--- config.mk ---
export PLATFORM = sky130hd
export DESIGN_NAME = fpadd_result_queue
export DESIGN_NICKNAME = d
export VERILOG_FILES = /design/src/rtl/fpadd_result_queue.sv
export SDC_FILE = /design/constraint.sdc
export NUM_CORES = 1
export LEC_CHECK = 0
export ABC_AREA = 1
export ABC_CLOCK_PERIOD_IN_PS = 11400
export BUFFER_PORTS_ARGS = -buffer_cell sky130_fd_sc_hd__buf_2
export CORE_UTILIZATION = 25
export CTS_CLUSTER_SIZE = 14
export DETAILED_ROUTE_END_ITERATION = 6
export PLACE_DENSITY = 0.52
export SLEW_MARGIN = 10
export SYNTH_ARGS = -nofsm -noshare
export SYNTH_HDL_FRONTEND = slang
export SYNTH_SLANG_ARGS = --single-unit
export TNS_END_PERCENT = 5
--- constraint.sdc ---
create_clock -name clk -period 11.4 [get_ports clk]
set_input_delay 2.28 -clock clk [delete_from_list [all_inputs] [get_ports clk]]
set_output_delay 2.28 -clock clk [all_outputs]
set_load 0.1 [all_outputs]
--- src/rtl/fpadd_result_queue.sv ---
// fpadd_result_queue: DEPTH-entry result FIFO behind fpadd, with NaN-boxing and sticky flags.
// Optional build macro FPADD_RQ_DENORM_TRAP_EN: stored denorm also raises UF on output and into sticky.
`default_nettype none

module fpadd_result_queue #(
  parameter int DEPTH = 4,
  parameter int CW    = $clog2(DEPTH + 1)
) (
  input  logic          clk,
  input  logic          reset,
  input  logic          in_valid,
  output logic          in_ready,
  input  logic [63:0]   in_result,
  input  logic [4:0]    in_flags,
  input  logic          in_denorm,
  input  logic          in_p,
  output logic          out_valid,
  input  logic          out_ready,
  output logic [63:0]   out_result,
  output logic [4:0]    out_flags,
  output logic          out_denorm,
  output logic [4:0]    sticky_flags,
  input  logic          sticky_clr,
  output logic [CW-1:0] count
);

  localparam int PW = $clog2(DEPTH);

  logic [63:0]   r_res [DEPTH];
  logic [4:0]    r_flg [DEPTH];
  logic          r_dn  [DEPTH];
  logic          r_p   [DEPTH];
  logic [PW-1:0] r_wr_ptr;
  logic [PW-1:0] r_rd_ptr;
  logic [CW-1:0] r_count;
  logic [4:0]    r_sticky;

  logic          w_push;
  logic          w_pop;
  logic [63:0]   w_head_res;
  logic [4:0]    w_head_flags;

  // Handshake depends only on registered count; a full queue refuses even when popping.
  assign in_ready  = (r_count != CW'(DEPTH));
  assign out_valid = (r_count != '0);
  assign w_push    = in_valid && in_ready;
  assign w_pop     = out_valid && out_ready;

  assign w_head_res = r_res[r_rd_ptr];

`ifdef FPADD_RQ_DENORM_TRAP_EN
  assign w_head_flags = r_flg[r_rd_ptr] | {3'b000, r_dn[r_rd_ptr], 1'b0};
`else
  assign w_head_flags = r_flg[r_rd_ptr];
`endif

  assign out_result   = r_p[r_rd_ptr] ? {32'hFFFF_FFFF, w_head_res[63:32]} : w_head_res;
  assign out_flags    = w_head_flags;
  assign out_denorm   = r_dn[r_rd_ptr];
  assign sticky_flags = r_sticky;
  assign count        = r_count;

  // Pointers wrap naturally because DEPTH is a power of two.
  always_ff @(posedge clk) begin
    if (reset) begin
      for (int i = 0; i < DEPTH; i++) begin
        r_res[i] <= '0;
        r_flg[i] <= '0;
        r_dn[i]  <= 1'b0;
        r_p[i]   <= 1'b0;
      end
      r_wr_ptr <= '0;
      r_rd_ptr <= '0;
      r_count  <= '0;
      r_sticky <= '0;
    end else begin
      if (w_push) begin
        r_res[r_wr_ptr] <= in_result;
        r_flg[r_wr_ptr] <= in_flags;
        r_dn[r_wr_ptr]  <= in_denorm;
        r_p[r_wr_ptr]   <= in_p;
        r_wr_ptr        <= r_wr_ptr + PW'(1);
      end
      if (w_pop) begin
        r_rd_ptr <= r_rd_ptr + PW'(1);
      end
      if (w_push && !w_pop) begin
        r_count <= r_count + CW'(1);
      end else if (w_pop && !w_push) begin
        r_count <= r_count - CW'(1);
      end
      // A clear in the same cycle as a pop still keeps that pop's flags.
      r_sticky <= (sticky_clr ? 5'b0 : r_sticky) | (w_pop ? w_head_flags : 5'b0);
    end
  end

endmodule

`default_nettype wire

Yosys cells after proc, flatten, opt, wreduce, memory -nomap -nowiden --
Memories as Yosys holds them, arrays and structs flattened. A register that Yosys moved wholly into a read port is not among the register bits. Cells that the tools add are included.
Word-level totals: flip-flop bits (word level) 12, word-level logic and storage cells 56, latch bits 0, input port bits 76, output and inout port bits 80, RAM bits 284, memories kept 4, bits in read-only memories 0
Memories:
- r_res | depth 4, bits a word 64, read ports 1, clocked after memory_dff 1, write ports 4, line 29 | logic [63:0] r_res [DEPTH];
- r_flg | depth 4, bits a word 5, read ports 1, clocked after memory_dff 1, write ports 4, line 30 | logic [4:0] r_flg [DEPTH];
- r_dn | depth 4, bits a word 1, read ports 1, clocked after memory_dff 1, write ports 4, line 31 | logic r_dn [DEPTH];
- r_p | depth 4, bits a word 1, read ports 1, clocked after memory_dff 1, write ports 4, line 32 | logic r_p [DEPTH];
Cells by class: shift-type cells 0, eq/ne operators 1, reductions and logical operators 12, $lt $le $gt $ge 0, multiplexer cells 30, $mul 0, add/sub/neg operators 4, div/mod/pow operators 0, bitwise operators 1
Operators with widths (number):
- $mux 64 | 2
- $reduce_or 64->1 | 1
- $mux 2 | 12
- $mux 5 | 3
- $mux 1 | 11
- $mux 3 | 2
- $or 5x5->5 | 1
- $reduce_or 5->1 | 1
- $add 2x1->2 const B | 2
- $logic_and 1x1->1 | 4
- $add 3x1->3 const B | 1
- $ne 3x3->1 const B | 1
- $reduce_bool 3->1 | 1
- $sub 3x1->3 const B | 1
- $logic_not 1->1 | 2
- $reduce_bool 2->1 | 1
- $reduce_or 1->1 | 2

Logic depth before layout (Yosys ltp) --
Gate-level depths: netlist of run 1.
word-level depth 7, mapped depth 12, mapped depth without buffers 12

Worst setup path after synthesis of run 1 --
Ideal clock, no wire load.
path type input to register, start point in reset, end point mem r_dn[0], enable pin, data arrival time 7.769 ns, setup time 0.599 ns, stages 4, required time 10.801 ns, setup slack 3.032 ns, path buffers 1, path through buf_2 inv_2 nand4_4 o21ai_0
RTL lines:
- from (decl) | line 10 | input logic reset,
- to (decl) | line 31

==> impl_metrics.json, run 1 <==
{
  "synth_nets": 1488,
  "htreeDepth": 1,
  "netlist_area_um2": 13900,
  "fin_setup_tns_ns": 0,
  "vias_per_cell": 4.52,
  "regToRegStartpoint": "r_wr_ptr[1]",
  "leakage_nw": 6.79,
  "drt-initial-drc-count": 767,
  "place_area_um2": 15300,
  "ff_latch_area_um2": 8820,
  "status": "completed",
  "dr_total_vias": 10400,
  "syn_area_per_cell_um2": 9.89,
  "place_congestion": 0.810,
  "min_path_type": "flip-flop to flip-flop",
  "drc": 0,
  "maxSlewViolCount": 0,
  "numPortBuffers": 155,
  "min_period_ns": 6.33,
  "clkLatencyLatePin_ns": 0.58,
  "postCtsSetupRepairBufs": 0,
  "cap_violations": 0,
  "fp.dieW_um": 238,
  "slew-limit-headroom_pct": 22.7,
  "area_growth_pct": 17.1,
  "stdcell_area_um2": 16300,
  "cts_root_buf": "clkbuf_16",
  "fin_crit_sh_pct": 55.5,
  "worst_pin_slew_ns": 1.16,
  "setup_viol": 0,
  "dr.pass1.iters": 6,
  "antenna_found_initial": 5,
  "grt_pass1_wl_um": 64700,
  "crit_fanout": 95,
  "cts.reportedPaths.clkPinSlew_ns": 0.07,
  "critical_path_class": "flip-flop to primary output",
  "dp_hpwl_um": 26100,
  "finalWirelength_um": 44200,
  "fmax_ghz": 0.158,
  "grt_max_degree": 96,
  "worstHoldStart": "sticky_flags[2]",
  "cts.repair.resized": 0,
  "start_util_pct": 25.3,
  "hold_violations": 0,
  "rsz0062_at_grt": "no",
  "ys_seq_area_share_pct": 63.2,
  "nFillCells": 5904,
  "ant_nets": 0,
  "cts.sinks": 298,
  "synth-seq-cells": 298,
  "fp-row-count": 86,
  "grt_usage_pct": 15.3,
  "finClkSkew_ns": 0.0216,
  "die-height_um": 238,
  "cts_made_buffers": 31,
  "ys_types": 28,
  "dieArea_um2": 56700,
  "pin_count": 156,
  "tritoncts": "yes",
  "core_area_um2": 55100,
  "start_kind": "flip-flop",
  "grt_pass1_vias": 9982,
  "wl_per_cell_um": 19.3,
  "syn_inst": 1410,
  "required_ns": 9.12,
  "arrival_ns": 4.05,
  "nets": 1600,
  "yosys_warnings": 0,
  "endpoint_kind": "primary output",
  "multi_input_area_um2": 4240,
  "grt_overflow": 0,
  "cts_buffer_depth": 3,
  "ir_drop_mv": 0.327,
  "p_per_area_nw_per_um2": 283,
  "cts_hold_buf": 0,
  "drive_gt1_share_pct": 16.3
}
-- flip-flops by register name, indices dropped and copies added (netlist names), named ones only --
register      flops
count             3
r_dn              4
r_flg            20
r_p               4
r_rd_ptr          2
r_res           256
r_wr_ptr          2
sticky_flags      5
-- stage by stage --
stage	hold slack (ns)	worst slack, ns	instances	power [mW]	utilization [%]
2_1_floorplan	0.471	3.03	1410	3.22	-
3_3_place_gp	0.455	5.63	2237	3.68	27.9
3_5_place_dp	0.462	5.65	2237	3.69	27.9
4_1_cts	0.476	5.03	2293	4.67	29.6
5_1_grt	0.492	4.80	2293	4.83	29.6
6_report	0.475	5.07	2294	4.62	29.6
-- worst max-delay path: stages (launching register included) --
cell,delay [ns]
dfxtp_4,0.45
inv_4,0.68
buf_4,0.94
nor2_1,0.08
nor2_1,0.11
o21ai_0,0.21
nand2_1,0.23
nand2_1,0.09
nand2_1,0.14
buf_2,0.45
-- cell usage after synthesis (all sizes together) --
cell type,count,share of area (%)
a21oi,11,0.39
ha,1,0.090
and2,5,0.22
o22ai,1,0.045
dfxtp,14,2.0
nand2,275,7.5
nand3,48,1.7
fa,1,0.14
nor3b,71,3.8
nand4,1,0.15
inv,121,3.3
clkbuf,33,0.89
edfxtp,284,61
xor2,1,0.063
buf,58,2.6
o31ai,1,0.054
nor2,315,8.5
o21ai,137,4.9
o211ai,32,2.4
-- cells by family (layout without fill, tap and decap cells) --
| family | Yosys count | count (layout) | synth area share, % |
|---|---|---|---|
| other | 0 | 1 | 0 |
| adders and majority gates | 2 | 2 | 0.233 |
| xor gates and xnor gates | 1 | 1 | 0.0628 |
| DFF | 298 | 298 | 63.2 |
| and+or+nand+nor | 715 | 715 | 22.0 |
| AOI/OAI and AO/OA | 182 | 182 | 7.85 |
| buffers and inverters | 212 | 347 | 6.72 |
-- worst paths after layout --
path	to	slack, ns	cells after the start
setup reg to reg	r_res[1][20]	7.84	6
hold / removal	sticky_flags[2]	0.47	2
hold reg to reg	sticky_flags[2]	0.47	2
setup / recovery	out_result[22]	5.07	9
-- per-layer routing --
layer | wire length, um | global-route usage, % | up-vias
met5 | 27 | 0 | -
met4 | 589 | 2.39 | 4
met3 | 2900 | 3.12 | 51
met2 | 22300 | 27.0 | 329
met1 | 18400 | 19.5 | 5067
li1 | - | - | 4914
-- final cells by class --
type	count	area share, %
Antenna cell	1	0.0153
Clock inverter	12	0.529
Timing Repair Buffer	170	5.44
Inverter	121	2.81
Clock buffer	44	5.43
Tap cell	748	5.73
Multi-Input combinational cell	900	26.0
Sequential cell	298	54.0
-- placed cells by master, fill, tap and decap left out, types with 2 or more instances in the layout --
master       n
dfxtp_4      2
dfxtp_1     11
o21ai_0    118
buf_2      155
nor3b_1     71
clkbuf_16   32
buf_4       15
o211ai_2    20
inv_4        2
clkinv_1     4
nor2_1     314
nand2_2      2
o211ai_1    12
clkbuf_8     4
o21ai_1     16
clkinv_2     5
clkbuf_1     8
nand3_1     48
inv_2        4
edfxtp_1   284
o21ai_4      3
and2_1       5
nand2_1    272
inv_1      115
a21oi_1     11
-- report_power, final --
group          internal (mW)  switching [mW]  leakage [nW]
clock network          0.560           0.426         0.477
registers               1.34          0.0490          3.07
logic                  0.319            1.93          3.24
(Power assumes the default switching activity.)
==> run 2: changes to the inputs <==
- ABC_AREA: 1 -> 0
- ABC_CLOCK_PERIOD_IN_PS: 11400 -> 5600
- PLACE_DENSITY: 0.52 -> 0.53
- clock period: 11.4 -> 5.6 ns (I/O delays scaled with it)
==> impl_metrics.json, run 2 <==
{
  "p_int_mw": 4.83,
  "pin_count": 156,
  "crit_buf_inv": 2,
  "cts_hold_buf": 0,
  "ys_types": 35,
  "min_path_type": "flip-flop to flip-flop",
  "drive_gt1_share_pct": 35.7,
  "endpoint_kind": "primary output",
  "synth-edff-count": 284,
  "cts.reportedPaths.clkPinSlew_ns": 0.06,
  "core_area_um2": 53000,
  "cts_buffer_depth": 3,
  "share_comb_of_total_power_pct": 43.8,
  "fp.dieW_um": 234,
  "largest-register": "r_res",
  "nets": 1050,
  "vias_per_cell": 4.28,
  "yosys-top-cells-area": "edfxtp_1 63%, and2_1 13%, mux4_2 12%, mux2_4 3.1%, dfxtp_1 2.1%",
  "r2r-end": "r_res[3][13]",
  "synth_area_leader_cell": "edfxtp_1",
  "async_reset_ff_share_pct": 0,
  "crit_fanout": 46,
  "dr_total_vias": 7214,
  "ant_nets": 0,
  "arrival_ns": 2.97,
  "synth-seq-cells": 298,
  "fin_crit_sh_pct": 73.0,
  "yosys-top-cells-count": "285 x and2_1, 284 x edfxtp_1, 71 x mux4_2, 36 x clkbuf_1, 29 x or2_2",
  "mostFrequentLayoutCells": "285 x and2_1, 284 x edfxtp_1, 155 x buf_2",
  "synth_top_area_share_pct": 63.2,
  "synth_nets": 897,
  "p_per_area_nw_per_um2": 544,
  "fmax_ghz": 0.245,
  "rsz0062_at_grt": "no",
  "p_seq_share_pct": 32.0,
  "grt_pass1_wl_um": 49900,
  "min_delay_worst_endpoint": "sticky_flags[4]",
  "slowest_stage": "buf_4",
  "maxSlewViolCount": 0,
  "antenna_found_initial": 10,
  "fp-row-count": 84,
  "ys_seq_area_share_pct": 65.3,
  "finClkSkew_ns": 0.00811,
  "start_kind": "flip-flop",
  "stdcell_area_um2": 16100,
  "largest_reg_flops": 256,
  "cts.sinks": 298,
  "r2r_cells": 5,
  "cts_made_buffers": 36,
  "tritoncts": "yes",
  "cts.repair.resized": 0,
  "dr.pass1.iters": 4,
  "wl_per_cell_um": 19.8,
  "grt_overflow": 0,
  "start_util_pct": 25.5,
  "grt_usage_pct": 12.5,
  "ir_drop_mv": 0.518,
  "syn_area_per_cell_um2": 16.5,
  "cap_violations": 0,
  "critPathTopFamily": "buffers and inverters",
  "p_switching_mw": 3.92,
  "numPortBuffers": 155,
  "place_congestion": 0.676,
  "max_stage_delay_ns": 0.74,
  "place_area_um2": 15000,
  "synth_most_common_cell": "and2_1",
  "min_period_ns": 4.09,
  "status": "completed",
  "critical_path_class": "flip-flop to primary output",
  "regToRegStartpoint": "count[0]",
  "netlist_area_um2": 13500,
  "hold_depth": 1,
  "slew-limit-headroom_pct": 33.2,
  "postCtsSetupRepairBufs": 0,
  "grt_max_degree": 73,
  "worst_pin_slew_ns": 0.999,
  "htreeDepth": 2,
  "p_clk_share_pct": 24.2,
  "die-height_um": 234,
  "worstHoldStart": "sticky_flags[4]",
  "finalWirelength_um": 33400,
  "syn_inst": 819,
  "required_ns": 4.48,
  "setup_viol": 0,
  "fin_setup_tns_ns": 0,
  "path_cells": "buf_4 -> mux4_2 -> mux2_4 -> buf_2",
  "final_common_cell": "and2_1",
  "r2r_slack_ns": 2.86,
  "grt_pass1_vias": 7862,
  "p_sw_share_pct": 44.8,
  "yosys_warnings": 0,
  "hold_violations": 0,
  "drt-initial-drc-count": 429,
  "area_growth_pct": 19.3,
  "dieArea_um2": 54900,
  "clkLatencyLatePin_ns": 0.53,
  "dominantRegCellSynth": "edfxtp_1",
  "dp_hpwl_um": 18500,
  "drc": 0,
  "leakage_nw": 6.04,
  "cts_root_buf": "clkbuf_16"
}
run 2: changes by cell type in the layout (fill, tap and decap cells not counted), sizes merged, moves of 46 or more:
cell	change
mux4	+71
inv	-119
nor2	-307
and2	+280
nand3	-46
nand2	-275
nor3b	-66
o21ai	-136
run 2: cells by family (layout without fill, tap and decap cells):
kind of cell | after synthesis | in the layout | synth area share, %
flip-flops | 298 | 298 | 65.3
other | 0 | 2 | 0
multiplexers | 104 | 104 | 15.4
buffers and inverters | 56 | 234 | 1.89
XOR/XNOR | 4 | 4 | 0.260
AO/OA/AOI/OAI | 15 | 15 | 0.817
adder cells (fa/ha/maj) | 2 | 2 | 0.241
AND/OR/NAND/NOR | 340 | 340 | 16.1
run 2: metal layers:
metal / GRT usage, % / share of wire, % / vias to the layer above
met5: 0 / 0.28 / -
met4: 3.90 / 2.0 / 14
met3: 3.11 / 5.1 / 54
met2: 20.8 / 49 / 150
met1: 15.7 / 44 / 3670
li1: - / - / 3326
run 2: worst max-delay path by stage:
stage	slack, ns	from	endpoint	depth (start not counted)
detailed placement	1.97	flip-flop	out_result[60]	4
global placement	1.98	flip-flop	out_result[28]	4
CTS	1.38	flip-flop	out_result[60]	4
global route	1.37	flip-flop	out_result[60]	4
finish	1.51	flip-flop	out_result[28]	4
floorplan	1.06	count[0]	r_dn[1]	4
run 2: area by class of cell:
type	count	area, um^2
inverters	3	11.3
clock inverters	17	83.8
multi-input cells	465	4460
fillers	5319	36900
diodes	2	5.00
well taps	688	861
flip-flops and latches	298	8820
repair buffers	168	886
clock buffers	46	960
run 2: worst register-to-register path, cell delays in order (launching register included):
cell and delay [ns]:
dfxtp_1 0.52, nor3b_4 0.15, inv_1 0.14, and2_1 0.23
a31o_4 0.70, buf_4 0.60
run 2: power groups by stage:
stage | Sequential, mW | Clock [mW] | Combinational (mW)
finish | 2.80 | 2.12 | 3.83
global route | 2.83 | 2.28 | 4.01
CTS | 2.81 | 2.20 | 3.89
detailed placement | 2.85 | 0 | 3.88
global placement | 2.84 | 0 | 3.87
floorplan | 2.92 | 0 | 3.19
run 2: stage by stage:
| step | util, % | hold slack (ns) | power (mW) | setup WS, ns | instances |
|---|---|---|---|---|---|
| 3_3_place_gp | 28.4 | 0.465 | 6.72 | 1.98 | 1622 |
| 2_1_floorplan | - | 0.485 | 6.11 | 1.06 | 819 |
| 6_report | 30.4 | 0.481 | 8.75 | 1.51 | 1687 |
| 4_1_cts | 30.4 | 0.480 | 8.90 | 1.38 | 1685 |
| 3_5_place_dp | 28.4 | 0.463 | 6.74 | 1.97 | 1622 |
| 5_1_grt | 30.4 | 0.511 | 9.12 | 1.37 | 1685 |
==> run 3: changes to the inputs <==
- ABC_CLOCK_PERIOD_IN_PS: 5600 -> 4200
- PLACE_DENSITY: 0.53 -> 0.52
- clock period: 5.6 -> 4.2 ns (I/O delays scaled with it)
==> impl_metrics.json, run 3 (synthesis gave the netlist of run 2 again) <==
{
  "tritoncts": "yes",
  "path_depth": 3,
  "regToRegStartpoint": "count[2]",
  "final_common_cell": "and2_1",
  "fp.dieW_um": 234,
  "postCtsSetupRepairBufs": 0,
  "cts.reportedPaths.clkPinSlew_ns": 0.06,
  "clkLatencyLatePin_ns": 0.53,
  "cts.sinks": 298,
  "cts_hold_buf": 0,
  "required_ns": 3.36,
  "fin_setup_tns_ns": 0,
  "grt_overflow": 0,
  "drt-initial-drc-count": 384,
  "cts_root_buf": "clkbuf_16",
  "core_area_um2": 53000,
  "path_cells": "mux4_4 -> mux2_2 -> buf_2",
  "largest-register": "r_res",
  "grt_pass1_wl_um": 48000,
  "nets": 1054,
  "mostFrequentLayoutCells": "285 x and2_1, 284 x edfxtp_1, 155 x buf_2",
  "ant_nets": 0,
  "worst_pin_slew_ns": 1.01,
  "numPortBuffers": 155,
  "nFillCells": 5291,
  "ir_drop_mv": 0.510,
  "die-height_um": 234,
  "max_stage_delay_ns": 1.12,
  "r2r_slack_ns": 1.71,
  "fin_crit_sh_pct": 90.4,
  "min_period_ns": 3.79,
  "grt_usage_pct": 11.9,
  "critical_path_class": "flip-flop to primary output",
  "r2r_cells": 5,
  "drive_gt1_share_pct": 36.7,
  "critical_path.endpoint": "out_result[0]",
  "dp_hpwl_um": 18800,
  "finClkSkew_ns": 0.0181,
  "place_ws_ns": 0.898,
  "dieArea_um2": 54900,
  "grt_pass1_vias": 7570,
  "r2r-end": "r_res[2][47]",
  "crit_buf_inv": 1,
  "status": "completed",
  "cts_made_buffers": 36,
  "rsz0062_at_grt": "no",
  "leakage_nw": 6.17,
  "cap_violations": 0,
  "critPathTopFamily": "multiplexers",
  "place_congestion": 0.681,
  "fp-row-count": 84,
  "vias_per_cell": 4.26,
  "crit_fanout": 64,
  "arrival_ns": 2.95,
  "htreeDepth": 2,
  "finalCoreUtilization_pct": 30.9,
  "largest_reg_flops": 256,
  "dr_total_vias": 7210,
  "cts_buffer_depth": 3,
  "hold_violations": 0,
  "slowest_stage": "mux4_4",
  "area_growth_pct": 21.3,
  "min_path_type": "flip-flop to flip-flop",
  "endpoint_kind": "primary output",
  "maxSlewViolCount": 0,
  "p_per_area_nw_per_um2": 739,
  "drc": 0,
  "fmax_ghz": 0.264,
  "cts.repair.resized": 0,
  "fin_ws_ns": 0.405,
  "finalWirelength_um": 32300,
  "antenna_found_initial": 6,
  "grt_max_degree": 73,
  "wl_per_cell_um": 19.1,
  "start_util_pct": 25.5,
  "setup_viol": 0,
  "slew-limit-headroom_pct": 32.2,
  "pin_count": 156,
  "dr.pass1.iters": 4,
  "start_kind": "flip-flop"
}
run 3: cell types whose count changed in the layout (fill, tap and decap cells not counted):
| cell | before | now |
|---|---|---|
| buf_4 | 12 | 10 |
| buf_12 | 1 | 7 |
| clkinv_4 | 1 | 0 |
| clkinv_1 | 8 | 5 |
| clkbuf_1 | 9 | 5 |
| clkinvlp_4 | 2 | 1 |
| inv_6 | 0 | 1 |
| bufinv_16 | 0 | 6 |
| clkbuf_8 | 0 | 2 |
run 3: worst min-delay path by stage:
stage                            to  slack [ns]            start  depth (start not counted)
global placement    sticky_flags[4]        0.45  sticky_flags[4]                          1
floorplan                 flip-flop        0.48      r_rd_ptr[1]                          2
global route        sticky_flags[4]        0.50  sticky_flags[4]                          1
CTS                 sticky_flags[4]        0.48  sticky_flags[4]                          1
finish              sticky_flags[4]        0.48  sticky_flags[4]                          1
detailed placement  sticky_flags[4]        0.46  sticky_flags[4]                          1
run 3: layer usage:
layer	global-route usage [%]	part of all wire (%)	up-vias
li1	-	-	3334
met1	15.1	43	3657
met2	19.7	49	155
met3	3.19	5.1	56
met4	3.79	2.3	8
met5	0	0.14	-
run 3: worst register-to-register path: cells and delay by family (launching register included):
kind,cells,cell delay [ns]
buffers and inverters,2,0.45
DFF,1,0.45
AOI/OAI and AO/OA,1,0.45
and+or+nand+nor,2,0.77
run 3: layout make-up:
| cell class | instances | area, um^2 | area share, % |
|---|---|---|---|
| sequential | 298 | 8820 | 53.9 |
| multi-input combinational | 465 | 4460 | 27.3 |
| timing repair buffer | 172 | 991 | 6.06 |
| clock buffer | 44 | 972 | 5.94 |
| tap | 688 | 861 | 5.26 |
| clock inverter | 19 | 245 | 1.50 |
| inverter | 3 | 11.3 | 0.0688 |
| antenna | 2 | 5.00 | 0.0306 |
run 3: report_power, final:
group	switching (mW)	leakage, nW	internal (mW)
Combinational	3.87	2.51	1.24
Sequential	0.134	3.07	3.61
Clock	1.23	0.597	2.01
Total	5.24	6.17	6.86
run 3: stage by stage:
step                instances  power (mW)  hold slack, ns  area, um^2
finish                   1691        12.1           0.481       16400
global route             1690        12.6           0.496       16400
CTS                      1689        12.3           0.482       16400
detailed placement       1626        9.00           0.461       15100
global placement         1626        8.98           0.455       15100
floorplan                 819        8.14           0.485       13500
